===== config.mk =====
export PLATFORM = sky130hd
export DESIGN_NAME = serial_adder_ctrl
export DESIGN_NICKNAME = d
export VERILOG_FILES = /design/src/rtl/serial_adder_pkg.sv /design/src/rtl/fa_bit.sv /design/src/rtl/serial_adder_ctrl.sv
export SDC_FILE = /design/constraint.sdc
export NUM_CORES = 1
export LEC_CHECK = 0
export ABC_AREA = 1
export BUFFER_PORTS_ARGS = -buffer_cell sky130_fd_sc_hd__buf_4
export CAP_MARGIN = 40
export CORE_MARGIN = 2
export CORE_UTILIZATION = 50
export CTS_CLUSTER_DIAMETER = 50
export DETAILED_ROUTE_END_ITERATION = 6
export GPL_ROUTABILITY_DRIVEN = 0
export PLACE_DENSITY = 0.81
export SLEW_MARGIN = 20
export SYNTH_ARGS = -nofsm -noshare
export SYNTH_HDL_FRONTEND = slang
export SYNTH_SLANG_ARGS = --single-unit

===== constraint.sdc =====
create_clock -name clk -period 1.6 [get_ports clk]
set_input_delay 0.08 -clock clk [delete_from_list [all_inputs] [get_ports clk]]
set_output_delay 0.08 -clock clk [all_outputs]
set_load 0.005 [all_outputs]

===== src/rtl/serial_adder_pkg.sv =====
// Shared definitions for the bit-serial adder controller.
//   state_t    : controller state encoding (IDLE / RUN)
//   calc_cnt_w : width of the bit counter for a given operand width
package serial_adder_pkg;

    typedef enum logic {
        IDLE = 1'b0,
        RUN  = 1'b1
    } state_t;

    // Counter must hold 0..width-1; never narrower than one bit.
    function automatic int calc_cnt_w(input int width);
        if (width <= 2) return 1;
        return $clog2(width);
    endfunction

endpackage


===== src/rtl/fa_bit.sv =====
// Single-bit combinational full adder, the datapath cell reused every cycle
// by the serial controller.
//   i_a, i_b : operand bits
//   i_c      : carry in
//   o_sum    : sum bit
//   o_co     : carry out
module fa_bit (
    input  logic i_a,
    input  logic i_b,
    input  logic i_c,
    output logic o_sum,
    output logic o_co
);

    logic w_p;

    assign w_p   = i_a ^ i_b;
    assign o_sum = w_p ^ i_c;
    assign o_co  = (i_a & i_b) | (w_p & i_c);

endmodule


===== src/rtl/serial_adder_ctrl.sv =====
// Bit-serial adder controller: adds two WIDTH-bit operands plus carry-in,
// LSB first, one bit per clock, through a single full-adder cell.
//   clk, rst_n : clock and asynchronous active-low reset
//   start      : request, accepted only in IDLE
//   a, b, cin  : operands, captured on the accepted start edge
//   busy       : addition in progress
//   done       : one-cycle pulse, sum/cout just updated
//   sum, cout  : result, held until the next completion
//
// state | meaning
// IDLE  | waiting for start; result registers hold last answer
// RUN   | one operand bit consumed per edge; finishes on bit WIDTH-1
module serial_adder_ctrl
    import serial_adder_pkg::*;
#(
    parameter int WIDTH = 8
) (
    input  logic             clk,
    input  logic             rst_n,
    input  logic             start,
    input  logic [WIDTH-1:0] a,
    input  logic [WIDTH-1:0] b,
    input  logic             cin,
    output logic             busy,
    output logic             done,
    output logic [WIDTH-1:0] sum,
    output logic             cout
);

    localparam int             CNT_W = calc_cnt_w(WIDTH);
    localparam logic [CNT_W-1:0] LAST = CNT_W'(WIDTH - 1);

    state_t           r_state;
    logic [WIDTH-1:0] r_a_sh;
    logic [WIDTH-1:0] r_b_sh;
    logic [WIDTH-1:0] r_s_sh;
    logic [WIDTH-1:0] r_sum;
    logic [CNT_W-1:0] r_cnt;
    logic             r_carry;
    logic             r_cout;
    logic             r_busy;
    logic             r_done;

    logic             w_s;
    logic             w_co;
    logic [WIDTH-1:0] w_s_next;

    fa_bit u_fa (
        .i_a   (r_a_sh[0]),
        .i_b   (r_b_sh[0]),
        .i_c   (r_carry),
        .o_sum (w_s),
        .o_co  (w_co)
    );

    // New sum bit enters at the MSB so after WIDTH shifts bit 0 sits at LSB.
    assign w_s_next = {w_s, r_s_sh[WIDTH-1:1]};

    always_ff @(posedge clk or negedge rst_n) begin
        if (!rst_n) begin
            r_state <= IDLE;
            r_a_sh  <= '0;
            r_b_sh  <= '0;
            r_s_sh  <= '0;
            r_sum   <= '0;
            r_cnt   <= '0;
            r_carry <= 1'b0;
            r_cout  <= 1'b0;
            r_busy  <= 1'b0;
            r_done  <= 1'b0;
        end else begin
            r_done <= 1'b0;
            case (r_state)
                IDLE: begin
                    if (start) begin
                        r_a_sh  <= a;
                        r_b_sh  <= b;
                        r_carry <= cin;
                        r_cnt   <= '0;
                        r_s_sh  <= '0;
                        r_busy  <= 1'b1;
                        r_state <= RUN;
                    end
                end
                RUN: begin
                    r_carry <= w_co;
                    r_s_sh  <= w_s_next;
                    r_a_sh  <= {1'b0, r_a_sh[WIDTH-1:1]};
                    r_b_sh  <= {1'b0, r_b_sh[WIDTH-1:1]};
                    if (r_cnt == LAST) begin
                        // Counter parks at zero so it never exceeds WIDTH-1.
                        r_cnt   <= '0;
                        r_sum   <= w_s_next;
                        r_cout  <= w_co;
                        r_done  <= 1'b1;
                        r_busy  <= 1'b0;
                        r_state <= IDLE;
                    end else begin
                        r_cnt <= r_cnt + CNT_W'(1);
                    end
                end
                default: r_state <= IDLE;
            endcase
        end
    end

    assign busy = r_busy;
    assign done = r_done;
    assign sum  = r_sum;
    assign cout = r_cout;

endmodule


# After elaboration in Yosys (flattened, before gate mapping)
# Index checks and enable logic that the tools add are counted.
[totals]
regBits = 40
input_bits = 20
out_inout_bits = 11
elab_cells = 41
[op_classes]
add_sub_neg = 1
eq_ne = 3
n_mux = 19
bitwise = 6
n_reduce_logical = 2
[ops]
columns = ["operator", "count"]
rows = [
  ["case mux 8 bit (2 select lines)", 3],
  ["two-way mux 8 bit", 3],
  ["two-way mux 1 bit", 7],
  ["two-way mux 3 bit", 2],
  ["case mux 1 bit (2 select lines)", 3],
  ["case mux 3 bit (2 select lines)", 1],
  ["AND reduction 2 bit", 2],
  ["adder 3 x 1 -> 3 bit (second input constant)", 1],
  ["== test 3 bit (second input constant)", 1],
  ["AND 1 bit", 2],
  ["inequality test 2 x 1 -> 1 bit (second input constant)", 1],
  ["inequality test 2 bit (second input constant)", 1],
  ["bitwise XOR 1 bit", 2],
  ["inverter 1 bit", 1],
  ["OR 1 bit", 1],
]

# Longest topological paths before layout
# Gate-level depths: netlist (run 1).
[logic_depth]
word_depth = 4
mapped_depth = 6

# Hierarchy
# From an unflattened synthesis (run 1), not the netlist that was laid out.
[unflattened]
cells_unflattened = 178
area_unflattened_um2 = 1759.2
[by_module_without_submodules]
columns = ["module", "n_inst", "cells_per_inst", "area_per_inst_um2", "seq_area_each_um2"]
rows = [
  ["serial_adder_ctrl", 1, 177, 1739.2, 975.9],
  ["fa_bit", 1, 1, 20.0, 0.0],
]

# Worst setup path after synthesis (run 1)
# OpenSTA, ideal clock, no wires.
[synth_timing]
path_type = "flip-flop to flip-flop"
from = "reg r_cnt[0]"
to = "reg r_sum[6], in the netlist sum[6]"
setup_ns = 0.074
t_arrival_ns = 1.144
t_required_ns = 1.526
slack_ns = 0.382
stages_incl_launch_ff = 7
path_buffers = 1
period_less_slack_ns = 1.218
path_cell_list = "dfrtp_1 -> ha_1 -> ha_1 -> nand2_4 -> buf_6 -> nand2_1 -> o21ai_2"
[synth_between]
elab_chain_len = 2
[synth_rtl]
columns = ["element", "line_no", "source"]
rows = [
  ["start, declared", "serial_adder_ctrl.sv:38", "logic [CNT_W-1:0] r_cnt;"],
  ["start signal, assigned", "serial_adder_ctrl.sv:99", "r_cnt <= r_cnt + CNT_W'(1);"],
  ["== test 3 bit", "serial_adder_ctrl.sv:90", "if (r_cnt == LAST) begin"],
  ["AND reduction 2 bit (no source line)", "n/a", ""],
  ["end signal, assigned", "serial_adder_ctrl.sv:93", "r_sum <= w_s_next;"],
  ["end, declared", "serial_adder_ctrl.sv:37", "logic [WIDTH-1:0] r_sum;"],
]
# No other way between the ends.
# A chain may end at the register's enable or synchronous reset.

# Worst setup path in the final report (run 1)
[layout_timing]
from = "reg r_cnt[0]"
to = "reg r_cout, in the netlist cout"
[layout_between]
elab_chain_len = 2
[layout_rtl]
columns = ["element", "line_no", "source"]
rows = [
  ["== test 3 bit", "serial_adder_ctrl.sv:90", ""],
  ["AND reduction 2 bit (no source line)", "n/a", ""],
  ["end signal, assigned", "serial_adder_ctrl.sv:94", "r_cout <= w_co;"],
  ["end, declared", "serial_adder_ctrl.sv:40", "logic r_cout;"],
]
# No other way between the ends.

==> parameters.txt, run 1 <==
Parameter                              Value

Clock network
  TritonCTS clock tree    done
  Clock tree root buffer cell    clkbuf_4
  Number of clock buffers inserted by TritonCTS    5
  Clock transition at path regs    about 0.11 ns
  Clk_lat worst skew    about 0.34 ns
  Clk buf depth    2
  H-tree lvl count    2
  Total clock sinks    39

Final layout
  Count of inserted antenna diode cells    0
  Share of post-route cells with drive strength above 1    approximately 23%
  Post-layout util    64.9%
  Final net count    between 200 and 300
  Synth-to-layout area growth    26.0%
  Number of fill cells in the layout    291

Detailed routing
  DRC violation count after routing    0
  Total via count after detailed routing    approximately 1300
  Vias per std cell    roughly 4.8
  Number of iterations in the first detailed-routing pass    4
  Detailed-route wire length    ~3.2 mm
  Count of nets left with antenna violations after detail routing    0
  Wire length per cell after detailed routing    about 12 um
  Drt first-iter violations    between 80 and 90

Synthesis
  Area fraction of the dominant cell type after synthesis    57.2%
  Mapped Nets    ~200
  Ranking of synthesized cells by area    dfrtp_1 (57%), nand2_1 (14%), nand3_1 (9.4%)
  Count of warnings emitted by yosys    0
  Flip-flop and latch count after synthesis    39
  Library cell with the largest summed area after synthesis    dfrtp_1
  Syn Area/Cell    approximately 9.6 sq um
  Sequential element share of the synthesized area    57.2%
  Number of unique standard cell types used by synthesis    16
  Post-synthesis instance total    178
  Synthesized area    around 1700 sq um

Hold path
  Class of the tightest hold or removal check    in2reg

Critical path
  Slowest cell on the critical path    dfrtp_1
  Worst endpoint required time    approximately 1.9 ns
  Arrival time of the worst setup path    between 1.5 and 2 ns
  Startpoint-to-endpoint class of the critical path    reg2reg
  Crit end category    flop
  Critical Path, Cell by Cell    ha_1 -> ha_1 -> nand2_4 -> inv_1 -> nand2_1 -> nand2_1
  Worst-path maximum fanout    17
  Critical path launch point type    flop
  CP peak stage delay    0.41 ns

Floorplanning
  Top Ports    31
  Area of the die    between 3000 and 4000 sq um
  Die H    about 62 um
  Horizontal extent of the die    62.4 um
  Initial Util    about 52%
  Total core area    about 3300 sq um
  FP Rows    21

Timing
  Actual slew at the worst max-slew pin    around 0.47 ns
  Unrepaired setup endpoints after global routing    no
  Slew HR    68.3%
  Number of setup violations in the final report    0
  Upper clock frequency limit    approximately 740 MHz
  Final period demand of the worst path    ~1.4 ns
  Aggregate negative setup slack    0 ns
  Final Slew Violations    0
  Fin crit share    around 85%
  Final setup skew    0.00915 ns
  Number of hold violations in the final report    0
  Hold slack    about 0.038 ns

Power and ir drop
  Register share of total power    47.9%
  Power density over cell area    between 1500 and 2000 nW/um^2
  Int Power    between 2000 and 2500 uW
  Clock power share    14.0%
  Worst IR Drop VDD    between 0.7 and 0.8 mV
  Leakage power summed over all cells    between 0.001 and 0.0015 uW
  Net load switching power    between 1000 and 1500 uW
  Power share of the combinational group    a little under two fifths
  Sw Ratio    37.1%

Global routing
  GRT Resource Usage Total    a little under a fifth
  Overall overflow remaining after global route    0
  Vias in the first global route    between 1000 and 1500
  Pin count of the biggest net entering global routing    40
  Met1 track demand over resource in global routing    24.8%
  First-pass GRT wire length    about 5.7 mm
  Number of antenna violations at the first check in global routing    0
  Global-route track usage on met3    roughly 4.0%
  GR met2 Demand/Resource    29.8%
  Routing layer with the top usage in global route    met2

Placed design
  Detailed placement HPWL    between 1.5 and 2 mm
  IO buf count    30

Run
  Number of violations of the max-capacitance limit    0

Run status
  Result of the run    completed
[area by class of cell]
| cell class | instances | area (sq um) | share of cell area, % |
|---|---|---|---|
| tap | 46 | 57.6 | 2.68 |
| inverter | 10 | 37.5 | 1.75 |
| clock inverter | 1 | 5.00 | 0.233 |
| sequential | 39 | 976 | 45.4 |
| timing repair buffer | 51 | 425 | 19.8 |
| clock buffer | 7 | 45.0 | 2.10 |
| multi-input combinational | 120 | 603 | 28.1 |
[through the flow]
step	cell area (sq um)	worst slack, ns	std cells	power, uW
floorplan	1710	0.382	178	2530
global placement	1930	0.268	249	2820
detailed placement	1930	0.238	249	2870
CTS	2150	0.236	274	3380
global route	2150	0.122	274	3640
finish	2150	0.242	274	3350
[state kept, by name (all words and copies together) (netlist names)]
register,count
r_a_sh,8
busy,1
r_cnt,3
cout,1
r_state,1
r_s_sh,7
done,1
r_carry,1
r_b_sh,8
sum,8
[cells in the final DEF, fill, tap and decap left out]
cell and count:
inv_1 9, dfrtp_1 39, inv_2 1, clkinv_2 1
o21ai_2 9, nor2_1 2, buf_4 34, o21ai_1 1
ha_1 3, clkbuf_4 5, nand2_4 1, nor2_4 1
dlygate4sd3_1 17, fa_1 1, a21boi_0 1, o21ai_0 4
clkbuf_1 2, nand3_1 32, nand2_1 65
[path summary, 6_finish.rpt]
path / start / endpoint / slack (ns) / cells past startpoint
setup / recovery: r_cnt[0]$_DFFE_PN0P_ / cout$_DFFE_PN0P_ / 0.24 / 6
max in group asynchronous: rst_n / r_cnt[1]$_DFFE_PN0P_ / 1.02 / 2
min in group asynchronous: rst_n / r_s_sh[2]$_DFFE_PN0P_ / 0.24 / 2
setup reg to reg: r_cnt[0]$_DFFE_PN0P_ / cout$_DFFE_PN0P_ / 0.24 / 6
hold reg to reg: r_s_sh[1]$_DFFE_PN0P_ / sum[0]$_DFFE_PN0P_ / 0.47 / 2
hold / removal: b[0] / r_b_sh[0]$_DFFE_PN0P_ / 0.04 / 3
[cell families after synthesis]
| kind of cell | Yosys count | share of synthesized area, % |
|---|---|---|
| AO/OA/AOI/OAI | 15 | 6.53 |
| flip-flops | 39 | 57.2 |
| buffers and inverters | 19 | 7.41 |
| adder cells (fa/ha/maj) | 4 | 3.38 |
| AND/OR/NAND/NOR | 101 | 25.5 |
[critical path: cells and delay by family (launching register included)]
kind          cells  cell delay, ns
fa+ha+maj         2            0.43
buf+inv           1            0.12
flops             1            0.41
simple gates      3            0.30
[repair_timing]
item | CTS | global route
hold buffers | 17 | 0
endpoints found under the hold margin | 55 | 0
gates resized for setup | 0 | 0
endpoints found under the setup margin | 0 | 0
setup buffers | 0 | 0
[layer usage]
metal / share of wire, % / wire [um]
met1: 46 / 1490
met2: 49 / 1590
met3: 4.3 / 138
met4: 0.83 / 27
met5: 0 / 0
[synthesized netlist by cell type, drive strengths merged]
library cell	n
fa	1
nor2	3
buf	9
nand3	32
o21ai	14
nand2	66
dfrtp	39
ha	3
inv	10
a21boi	1
[power groups by stage]
stage	combinational, uW	clock, uW	sequential, uW
global route	1440	540	1660
detailed placement	1240	0	1620
floorplan	933	0	1600
global placement	1210	0	1610
CTS	1280	489	1600
finish	1280	469	1600
Power figures use the tool's default switching activity.
==> run 2: changes to the inputs <==
--- a/config.mk
+++ b/config.mk
@@ -5,11 +5,11 @@
 export SDC_FILE = /design/constraint.sdc
 export NUM_CORES = 1
 export LEC_CHECK = 0
-export ABC_AREA = 1
+export ABC_AREA = 0
 export BUFFER_PORTS_ARGS = -buffer_cell sky130_fd_sc_hd__buf_4
 export CAP_MARGIN = 40
 export CORE_MARGIN = 2
-export CORE_UTILIZATION = 50
+export CORE_UTILIZATION = 48
 export CTS_CLUSTER_DIAMETER = 50
 export DETAILED_ROUTE_END_ITERATION = 6
 export GPL_ROUTABILITY_DRIVEN = 0
==> constraint.sdc (replaced) <==
create_clock -name clk -period 1.1 [get_ports clk]
set_input_delay 0.055 -clock clk [delete_from_list [all_inputs] [get_ports clk]]
set_output_delay 0.055 -clock clk [all_outputs]
set_load 0.005 [all_outputs]
==> run 2 against run 1 <==
Compared with the run above: the run now ends with hold timing, setup timing left; critical endpoint is now sum[0]$_DFFE_PN0P_; total power rose by 70%; final area rose by 7.6%; largest cell class unchanged; routed wire length rose by 0.37%; die area rose by 1.1%; non-clock buffer count grew 2; flip-flop and latch count is the same.
==> parameters.txt, run 2 <==
Parameter                              Value

Clock network
  Clock tree root buffer cell    clkbuf_4
  TritonCTS clock tree    done
  Total clock sinks    39 (unchanged)
  Clock transition at path regs    0.11 ns (about the same)
  H-tree lvl count    2 (unchanged)
  Clk buf depth    2 (unchanged)
  Number of clock buffers inserted by TritonCTS    5 (unchanged)
  Clk_lat worst skew    0.34 ns (about the same)

Final layout
  Final Instance Area    2310 sq um (+7.6%)
  Footprint of the multi-input gates    746 sq um (+24%)
  Commonest non-fill, non-tap cells in the layout    buf_4 (39), dfrtp_1 (38), nand2_1 (18)
  Commonest non-fill, non-tap cell in the layout    buf_4
  Number of fill cells in the layout    247 (-15%)
  Post-layout util    69.3% (+4.4 points)
  Count of inserted antenna diode cells    0 (unchanged)
  Final net count    213 (-15%)
  Share of post-route cells with drive strength above 1    37.4% (+15 points)
  Synth-to-layout area growth    39.6%
  Register Area    977 sq um (+0.13%)

Timing
  Fin crit share    120% (+35 points)
  Final setup skew    0.00472 ns (-0.00443 ns)
  Slew HR    68.7% (+0.41 points)
  Final period demand of the worst path    1.32 ns (-0.0413 ns)
  Actual slew at the worst max-slew pin    0.469 ns (-0.00611 ns)
  Number of setup violations in the final report    14 (+14)
  Final Slew Violations    0 (unchanged)
  Unrepaired setup endpoints after global routing    yes
  Upper clock frequency limit    760 MHz (+3.1%)
  Final worst slack    -0.216 ns (-0.459 ns)
  Hold slack    -0.00498 ns (-0.0425 ns)
  Number of hold violations in the final report    1 (+1)

Critical path
  Worst-path maximum fanout    5 (-12)
  Startpoint-to-endpoint class of the critical path    reg2reg
  Reg-to-Reg Start    r_cnt[1]$_DFFE_PN0P_
  Worst endpoint required time    1.34 ns (-0.51 ns)
  Crit end category    flop
  R2r endpoint    sum[0]$_DFFE_PN0P_
  Critical path launch point type    flop
  Arrival time of the worst setup path    1.55 ns (-0.05 ns)
  Flop-to-flop setup slack    -0.22 ns (-0.46 ns)
  Number of cell instances on the worst register-to-register path    4 (-2)

Synthesis
  Count of warnings emitted by yosys    0 (unchanged)
  Library cell with the highest instance count after synthesis    dfrtp_1
  Async set-reset flop share out of synthesis    100% (unchanged)
  Number of enable-type register cells in the synthesized netlist    0 (unchanged)
  Library cell with the largest summed area after synthesis    dfrtp_1
  Area fraction of the dominant cell type after synthesis    58.9% (+1.7 points)
  List of most frequent post-synthesis cells    dfrtp_1 (39), nand2_1 (19), mux2i_1 (17), o21ai_0 (17), mux2_2 (9)
  Number of unique standard cell types used by synthesis    21 (+5)
  Ranking of synthesized cells by area    dfrtp_1 (59%), mux2i_1 (10%), mux2_2 (6.1%)
  Mapped Nets    160 (-21%)
  Flip-flop and latch count after synthesis    39 (unchanged)
  Synthesized area    1660 sq um (-2.9%)
  Prevailing post-synth register cell    dfrtp_1
  Syn Area/Cell    12.2 sq um (+27%)
  Post-synthesis instance total    136 (-24%)
  Sequential element share of the synthesized area    58.9% (+1.7 points)

Hold path
  Hold endpoint    r_carry$_DFFE_PN0P_
  Hold path startpoint    cin
  Class of the tightest hold or removal check    in2reg
  Cells on Worst Hold Path    3 (unchanged)

Detailed routing
  Vias per std cell    5.08 (+5.6%)
  Detailed-route wire length    3.25 mm (+0.37%)
  Wire length per cell after detailed routing    13.8 um (+17%)
  Total via count after detailed routing    1198 (-9.0%)
  Count of nets left with antenna violations after detail routing    0 (unchanged)
  Number of iterations in the first detailed-routing pass    4 (unchanged)
  DRC violation count after routing    0 (unchanged)
  Drt first-iter violations    45 (-49%)

Floorplanning
  Horizontal extent of the die    62.7 um (+0.55%)
  FP Rows    21 (unchanged)
  Die H    62.7 um (+0.55%)
  Initial Util    49.6% (-1.9 points)
  Area of the die    3940 sq um (+1.1%)
  Top Ports    31 (unchanged)
  Total core area    3340 sq um (+0.79%)

Placed design
  Placement-stage cell area    2020 sq um (+4.8%)
  Dpl ws    -0.225 ns (-0.462 ns)
  Detailed placement HPWL    2.12 mm (+10%)
  IO buf count    30 (unchanged)

Global routing
  GRT Resource Usage Total    19.2% (+0.50 points)
  Number of antenna violations at the first check in global routing    0 (unchanged)
  First-pass GRT wire length    5.71 mm (+0.49%)
  Pin count of the biggest net entering global routing    40 (unchanged)
  Vias in the first global route    1284 (+3.9%)
  Overall overflow remaining after global route    0 (unchanged)

Power and ir drop
  Power density over cell area    2470 nW/um^2 (+58%)
  Leakage power summed over all cells    0.00115 uW (+4.8%)
  Worst IR Drop VDD    1.27 mV (+80%)
  Overall power of the completed layout    5700 uW (+70%)

Run status
  Result of the run    finished, violations left
  Failing checks    hold timing, setup timing

Run
  Number of violations of the max-capacitance limit    0 (unchanged)
-- run 2: changes by cell type after synthesis, moves of 9 or more --
cell,delta
mux2i_1,+17
nand2_1,-46
o21ai_0,+13
nand3_1,-32
o21ai_2,-9
mux2_2,+9
-- run 2: cell families after synthesis --
kind of cell	synth area share, %
flops	58.9
simple gates	7.78
compound gates	9.52
mux	16.4
buf+inv	3.93
fa+ha+maj	3.47
-- run 2: worst max path at each step --
stage                         start            endpoint  slack (ns)
3_5_place_dp   r_cnt[1]$_DFFE_PN0P_  sum[2]$_DFFE_PN0P_       -0.22
3_3_place_gp   r_cnt[1]$_DFFE_PN0P_    cout$_DFFE_PN0P_       -0.17
6_report       r_cnt[1]$_DFFE_PN0P_  sum[0]$_DFFE_PN0P_       -0.22
4_1_cts        r_cnt[0]$_DFFE_PN0P_    cout$_DFFE_PN0P_       -0.21
5_1_grt        r_cnt[0]$_DFFE_PN0P_    cout$_DFFE_PN0P_       -0.25
2_1_floorplan  r_cnt[1]$_DFFE_PN0P_    cout$_DFFE_PN0P_       -0.16
-- run 2: critical path, stage by stage, from the launching register on --
cell and delay (ns):
dfrtp_1 0.43, ha_4 0.19, ha_4 0.20, nand2_8 0.10, mux2_4 0.29
-- run 2: per-stage QoR --
| stage | cells | TNS (ns) |
|---|---|---|
| floorplan | 136 | -1.42 |
| global placement | 211 | -1.67 |
| detailed placement | 211 | -2.32 |
| CTS | 233 | -2.22 |
| global route | 236 | -2.79 |
| finish | 236 | -2.34 |
-- run 2: power breakdown --
part | switching, uW | internal, uW | total (uW)
Sequential | 407 | 2010 | 2420
Combinational | 1010 | 1450 | 2460
Clock | 443 | 376 | 820
Total | 1860 | 3840 | 5700
-- run 2: routing by layer --
metal / track usage, % / vias to the layer above / wire [um] / part of all wire, %
met4: 10.8 / 0 / 91 / 2.8
met2: 33.3 / 36 / 1670 / 51
met5: 0 / - / 0 / 0
met3: 4.14 / 9 / 151 / 4.6
met1: 22.0 / 579 / 1340 / 41
li1: - / 574 / - / -
-- run 2: layout make-up --
| type | instances | share of cell area, % |
|---|---|---|
| well taps | 46 | 2.49 |
| clock buffers | 8 | 2.98 |
| inverters | 2 | 0.325 |
| multi-input cells | 88 | 32.3 |
| flip-flops and latches | 39 | 42.3 |
| repair buffers | 53 | 19.7 |
-- run 2: repair_timing --
action / 4_1_cts / 5_1_grt
pin swaps: 5 / 4
cloned: 1 / 0
endpoints found under the hold margin: 48 / 0
setup endpoints to repair: 15 / 31
resized for setup: 8 / 9
hold buffers: 10 / 0
buffers inserted: 3 / 4
